`config.mk`:
```
export PLATFORM = sky130hd
export DESIGN_NAME = chime_indicator_arbiter
export DESIGN_NICKNAME = d
export VERILOG_FILES = /design/src/rtl/chime_indicator_arbiter.sv
export SDC_FILE = /design/constraint.sdc
export NUM_CORES = 1
export LEC_CHECK = 0
export CAP_MARGIN = 0
export CORE_ASPECT_RATIO = 0.6
export CORE_MARGIN = 10
export CORE_UTILIZATION = 25
export DETAILED_ROUTE_END_ITERATION = 10
export SLEW_MARGIN = 10
export SYNTH_ARGS = -nofsm -noshare
export SYNTH_HDL_FRONTEND = slang
export SYNTH_SLANG_ARGS = --single-unit
```
`constraint.sdc`:
```
create_clock -name CP -period 2.25 [get_ports CP]
set_input_delay 0.3375 -clock CP [delete_from_list [all_inputs] [get_ports CP]]
set_output_delay 0.3375 -clock CP [all_outputs]
set_load 0.01 [all_outputs]
```
`src/rtl/chime_indicator_arbiter.sv`:
```
// chime_indicator_arbiter
// Shares the single front-panel chime LED between alarm, hourly chime and
// timer-expiry requesters. Each source has one pending slot holding a blink
// count. Jobs are served one at a time by fixed priority alarm > chime > timer.
// Each blink is one ON cycle followed by one OFF cycle. Every job is followed
// by GAP_CYCLES dark cycles.
// Optional feature macro: ALARM_PREEMPT_EN. When it is defined, a pending alarm
// interrupts a chime or timer job, and the interrupted source is re-queued
// with its remaining blink count.
module chime_indicator_arbiter #(
    parameter int TIMER_BLINKS = 3,
    parameter int GAP_CYCLES   = 2
) (
    input  logic       CP,
    input  logic       CR,
    input  logic       alarm_req,
    input  logic [5:0] alarm_len,
    input  logic       chime_req,
    input  logic [4:0] chime_hour,
    input  logic       timer_req,
    input  logic       mute,
    output logic       chime_led,
    output logic       busy,
    output logic [1:0] grant,
    output logic [2:0] pend
);

    typedef enum logic [1:0] {S_IDLE, S_ON, S_OFF, S_GAP} state_t;

    localparam logic [5:0] TIMER_LEN = 6'(TIMER_BLINKS);
    localparam logic [2:0] GAP_LAST  = 3'(GAP_CYCLES - 1);

    state_t     state_q;
    logic [5:0] cnt_q;
    logic [2:0] gap_q;
    logic       led_q;
    logic       busy_q;
    logic [1:0] grant_q;
    logic [2:0] pend_q, pend_d;
    logic [5:0] alen_q, alen_d;
    logic [5:0] clen_q, clen_d;
    logic [5:0] tlen_q, tlen_d;

    logic [2:0] req_set;
    logic [5:0] chime_n;
    logic       can_grant;
    logic [2:0] pick_vec;
    logic [1:0] pick_code;
    logic [5:0] pick_len;
`ifdef ALARM_PREEMPT_EN
    logic       preempt;
    logic [5:0] remain;
`endif

    // Arbitration: choose the highest-priority pending source and its stored length
    always_comb begin
        pick_vec  = 3'b000;
        pick_code = 2'd0;
        pick_len  = 6'd0;
        if (pend_q[0]) begin
            pick_vec  = 3'b001;
            pick_code = 2'd1;
            pick_len  = alen_q;
        end else if (pend_q[1]) begin
            pick_vec  = 3'b010;
            pick_code = 2'd2;
            pick_len  = clen_q;
        end else if (pend_q[2]) begin
            pick_vec  = 3'b100;
            pick_code = 2'd3;
            pick_len  = tlen_q;
        end
        can_grant = (state_q == S_IDLE) && !mute && (pend_q != 3'b000);
    end

`ifdef ALARM_PREEMPT_EN
    // Preemption: a pending alarm cuts a chime/timer job short during its blink phase
    always_comb begin
        preempt = !mute && ((state_q == S_ON) || (state_q == S_OFF)) &&
                  (grant_q != 2'd1) && pend_q[0];
        // In ON the current blink is abandoned; in OFF it has already been shown
        remain  = (state_q == S_ON) ? cnt_q : (cnt_q - 6'd1);
    end
`endif

    // Pending slots: clear on grant, re-queue on preemption, then new requests win; mute clears all
    always_comb begin
        req_set = {timer_req, chime_req, alarm_req && (alarm_len != 6'd0)};
        chime_n = (chime_hour == 5'd0) ? 6'd24 : {1'b0, chime_hour};
        pend_d  = pend_q;
        alen_d  = alen_q;
        clen_d  = clen_q;
        tlen_d  = tlen_q;
        if (can_grant) begin
            pend_d = pend_d & ~pick_vec;
        end
`ifdef ALARM_PREEMPT_EN
        if (preempt && (remain != 6'd0)) begin
            if (grant_q == 2'd2) begin
                pend_d[1] = 1'b1;
                clen_d    = remain;
            end else if (grant_q == 2'd3) begin
                pend_d[2] = 1'b1;
                tlen_d    = remain;
            end
        end
`endif
        if (req_set[0]) begin
            pend_d[0] = 1'b1;
            alen_d    = alarm_len;
        end
        if (req_set[1]) begin
            pend_d[1] = 1'b1;
            clen_d    = chime_n;
        end
        if (req_set[2]) begin
            pend_d[2] = 1'b1;
            tlen_d    = TIMER_LEN;
        end
        if (mute) begin
            pend_d = 3'b000;
        end
    end

    // Job FSM with registered LED/busy/grant, plus the pending-slot registers
    always_ff @(posedge CP) begin
        if (CR) begin
            state_q <= S_IDLE;
            cnt_q   <= 6'd0;
            gap_q   <= 3'd0;
            led_q   <= 1'b0;
            busy_q  <= 1'b0;
            grant_q <= 2'd0;
            pend_q  <= 3'b000;
            alen_q  <= 6'd0;
            clen_q  <= 6'd0;
            tlen_q  <= 6'd0;
        end else begin
            pend_q <= pend_d;
            alen_q <= alen_d;
            clen_q <= clen_d;
            tlen_q <= tlen_d;
            if (mute && (state_q != S_IDLE)) begin
                state_q <= S_IDLE;
                cnt_q   <= 6'd0;
                gap_q   <= 3'd0;
                led_q   <= 1'b0;
                busy_q  <= 1'b0;
                grant_q <= 2'd0;
            end else begin
                case (state_q)
                    S_IDLE: begin
                        if (can_grant) begin
                            state_q <= S_ON;
                            cnt_q   <= pick_len;
                            led_q   <= 1'b1;
                            busy_q  <= 1'b1;
                            grant_q <= pick_code;
                        end
                    end
                    S_ON: begin
`ifdef ALARM_PREEMPT_EN
                        if (preempt) begin
                            state_q <= S_GAP;
                            gap_q   <= 3'd0;
                            led_q   <= 1'b0;
                        end else begin
                            state_q <= S_OFF;
                            led_q   <= 1'b0;
                        end
`else
                        state_q <= S_OFF;
                        led_q   <= 1'b0;
`endif
                    end
                    S_OFF: begin
`ifdef ALARM_PREEMPT_EN
                        if (preempt) begin
                            state_q <= S_GAP;
                            gap_q   <= 3'd0;
                            led_q   <= 1'b0;
                        end else if (cnt_q == 6'd1) begin
                            state_q <= S_GAP;
                            cnt_q   <= 6'd0;
                            gap_q   <= 3'd0;
                            led_q   <= 1'b0;
                        end else begin
                            state_q <= S_ON;
                            cnt_q   <= cnt_q - 6'd1;
                            led_q   <= 1'b1;
                        end
`else
                        if (cnt_q == 6'd1) begin
                            state_q <= S_GAP;
                            cnt_q   <= 6'd0;
                            gap_q   <= 3'd0;
                            led_q   <= 1'b0;
                        end else begin
                            state_q <= S_ON;
                            cnt_q   <= cnt_q - 6'd1;
                            led_q   <= 1'b1;
                        end
`endif
                    end
                    S_GAP: begin
                        if (gap_q == GAP_LAST) begin
                            state_q <= S_IDLE;
                            gap_q   <= 3'd0;
                            busy_q  <= 1'b0;
                            grant_q <= 2'd0;
                        end else begin
                            gap_q <= gap_q + 3'd1;
                        end
                    end
                    default: begin
                        state_q <= S_IDLE;
                        led_q   <= 1'b0;
                        busy_q  <= 1'b0;
                        grant_q <= 2'd0;
                    end
                endcase
            end
        end
    end

    assign chime_led = led_q;
    assign busy      = busy_q;
    assign grant     = grant_q;
    assign pend      = pend_q;

endmodule

```
==> results by group <==
CTS
  • Cts bufs inserted: 5
  • Clock Sinks: 30
  • Post-CTS Setup Bufs: 0
  • Hold buffers post-CTS: 0
  • Clk slew on worst S/H paths: 60 ps
  • Cts repair resizes: 0
  • CTS tree: yes
  • Clock tree buffer depth: 2
  • Root Buffer: clkbuf_8
  • Worst skew pair latency: 280 ps
  • H-Tree Depth: 2

Global routing
  • Met3 Usage GRT: 3.39%
  • GR met1 Demand/Resource: 13.3%
  • Vias in the first global route: 1304
  • First-pass GRT wire length: 6.67 mm
  • Pin count of the biggest net entering global routing: 18
  • Grt peak-use layer: met1
  • Total global-route track usage: 8.73%
  • Grt ovf: 0
  • M2 GR Usage: 9.96%
  • Initial antenna violation count: 0

Detailed routing
  • Vias per cell: 4.90
  • Drt wl/cell: 14.0 um
  • DRC: 0
  • Final ANT Viol Nets: 0
  • Drt total wl: 3.97 mm
  • Vias: 1393
  • First-pass detailed-route iteration total: 4
  • Initial DRC Count: 56

Timing
  • Max-slew headroom: 64.3%
  • Setup TNS: 0 ps
  • Setup violators final: 0
  • Clock skew: 5.05 ps
  • Setup slack after layout: 336 ps
  • Final Slew Violations: 0
  • Period utilization: 85.1%
  • RSZ-0062 raised after global routing: false
  • Final Hold Viols: 0
  • Achievable Freq: 523 MHz
  • Min cycle time layout: 1910 ps
  • Worst slew pin tran: 533 ps

Power
  • Power, Total: 1.20 mW
  • Clock power frac: 34.0%
  • Static Leak: 0.717 nW
  • Part of the power in registers: 49.2%
  • Cell-internal power: 878 uW
  • Comb pwr share: 16.8%
  • Net Sw Frac: 27.0%
  • Power per cell area: 625 nW/um^2
  • Worst VDD drop: 0.000274 V
  • P_sw: 325 uW

Critical path
  • CP max FO: 7
  • RR Endpoint: gap_q[2]
  • Total stage count of the critical path: 5
  • CP arrival: 2110 ps
  • Worst-case reg-to-reg path depth: 5
  • CP max-delay cell: dfxtp_1
  • Reg2reg start: cnt_q[0]
  • Worst path top cell family by delay: simple AND/OR/NAND/NOR gates
  • Setup Crit Path Kind: flip-flop to flip-flop
  • CP startpoint: cnt_q[0]
  • Largest stage delay, worst path: 430 ps
  • Crit. End Element: flip-flop
  • Crit path to: gap_q[2]
  • R2r setup slk: 340 ps
  • Bufs and invs on worst path: 0
  • Worst setup SP type: flip-flop
  • Worst-path cell chain: ha_1 -> or3b_4 -> o41ai_4 -> mux2i_1 -> nor4b_2
  • Req. time, crit path: 2450 ps

Floorplan
  • Die X: 120 um
  • I/O pins: 24
  • Row count: 21
  • Die span in y: 80.0 um
  • CORE AREA: 5700 sq um
  • Initial Util: 26.3%
  • Die footprint: 9600 sq um

Worst hold path
  • HP Class: flip-flop to flip-flop
  • Hold Path Origin: alen_q[3]
  • Worst Hold Depth: 2

Logic synthesis
  • Seq/Total Area, Yosys: 40.0%
  • Post-synth cell types: 47
  • Most common library cells after synthesis: dfxtp_1 (30), nor2_1 (18), nand2_1 (17)
  • Yosys reg bits: 30
  • Post-Syn Area: 1500 sq um
  • Synth top area share: 40.0%
  • Syn nets: 196
  • Syn avg cell area: 8.48 sq um
  • Count leader, synth: dfxtp_1
  • Commonest register cell after synthesis: dfxtp_1
  • Synth area leaders: dfxtp_1 (40%), a21oi_1 (5.0%), nor2_1 (4.5%)
  • Ys Warns: 0
  • Cell taking the most area after synthesis: dfxtp_1
  • Post-synth ARST share: 0%
  • Post-synth EDFFs: 0
  • Synth Instances: 177

Layout
  • Filler Cell Count: 601
  • Final Util: 33.8%
  • Antenna fix cells: 0
  • Nets@finish: 223
  • Non-Filler Instances: 284
  • Synthesis-to-layout area growth: 28.4%
  • Share of cells above drive strength 1: 8.82%

Placement
  • Inst Count DP: 277
  • Port bufs: 23
  • Hpwl dp: 3.02 mm
  • Dpl ws: 142 ps
  • RePlAce Congestion: 0.789

Status
  • Outcome: complete, no violations

Flow run
  • Max-cap violation count: 0
[worst min path at each step]
stage / endpoint / slack, ps
after global routing: alen_q[1] / 480
after detailed placement: alen_q[3] / 450
after floorplan: pend[0] / 420
after global placement: alen_q[1] / 450
final: alen_q[3] / 460
after CTS: alen_q[3] / 460
[cell families after synthesis]
| group | Yosys count | share of synthesized area, % |
|---|---|---|
| flip-flops | 30 | 40.0 |
| buffers and inverters | 19 | 5.00 |
| adder cells (fa/ha/maj) | 2 | 1.67 |
| multiplexers | 4 | 2.67 |
| XOR/XNOR | 1 | 0.584 |
| AND/OR/NAND/NOR | 69 | 23.9 |
| AO/OA/AOI/OAI | 52 | 26.1 |
[cell type report]
class | instances | area (sq um) | area share, %
sequential | 30 | 601 | 31.2
tap | 80 | 100 | 5.20
multi-input combinational | 128 | 825 | 42.8
timing repair buffer | 32 | 298 | 15.5
clock buffer | 7 | 76.3 | 3.96
inverter | 7 | 26.3 | 1.36
[metrics by stage]
step                      instance area (sq um)  hold slack [ps]
after floorplan                            1500              416
after global placement                     1850              448
after detailed placement                   1850              451
after CTS                                  1930              460
after global routing                       1930              480
final                                      1930              457
[layer usage]
metal  part of all wire, %  up-vias
met5                     0        -
met1                    57      648
met3                   6.2        5
li1                      -      703
met4                   1.1        0
met2                    36       37
[cells in the final DEF, fill, tap and decap left out, drive strengths merged, types with 3 or more instances in the layout]
master          n
a211oi          3
a21oi          15
a221oi          3
and3            3
buf             9
clkbuf          7
clkdlybuf4s50  23
dfxtp          30
inv             7
mux2i           4
nand2          17
nor2           18
nor2b           3
nor3            6
o21ai           7
o41ai           3
or3             4
or4             3
[power by group through the flow]
stage	sequential, mW	combinational (mW)	clock (mW)
2_1_floorplan	0.594	0.120	0
5_1_grt	0.598	0.226	0.448
4_1_cts	0.592	0.203	0.418
3_5_place_dp	0.603	0.202	0
3_3_place_gp	0.603	0.201	0
6_report	0.592	0.202	0.409
[flip-flops by register name, summed over array words and instances (netlist names)]
signal     count
grant          2
alen_q         6
tlen_q         1
clen_q         5
cnt_q          6
state_q        2
chime_led      1
gap_q          3
busy           1
pend           3
[worst reg2reg max path: stages, from the launching register on]
cell	delay [ps]
dfxtp_1	430
ha_1	200
or3b_4	430
o41ai_4	400
mux2i_1	140
nor4b_2	240
(Power assumes the default switching activity.)
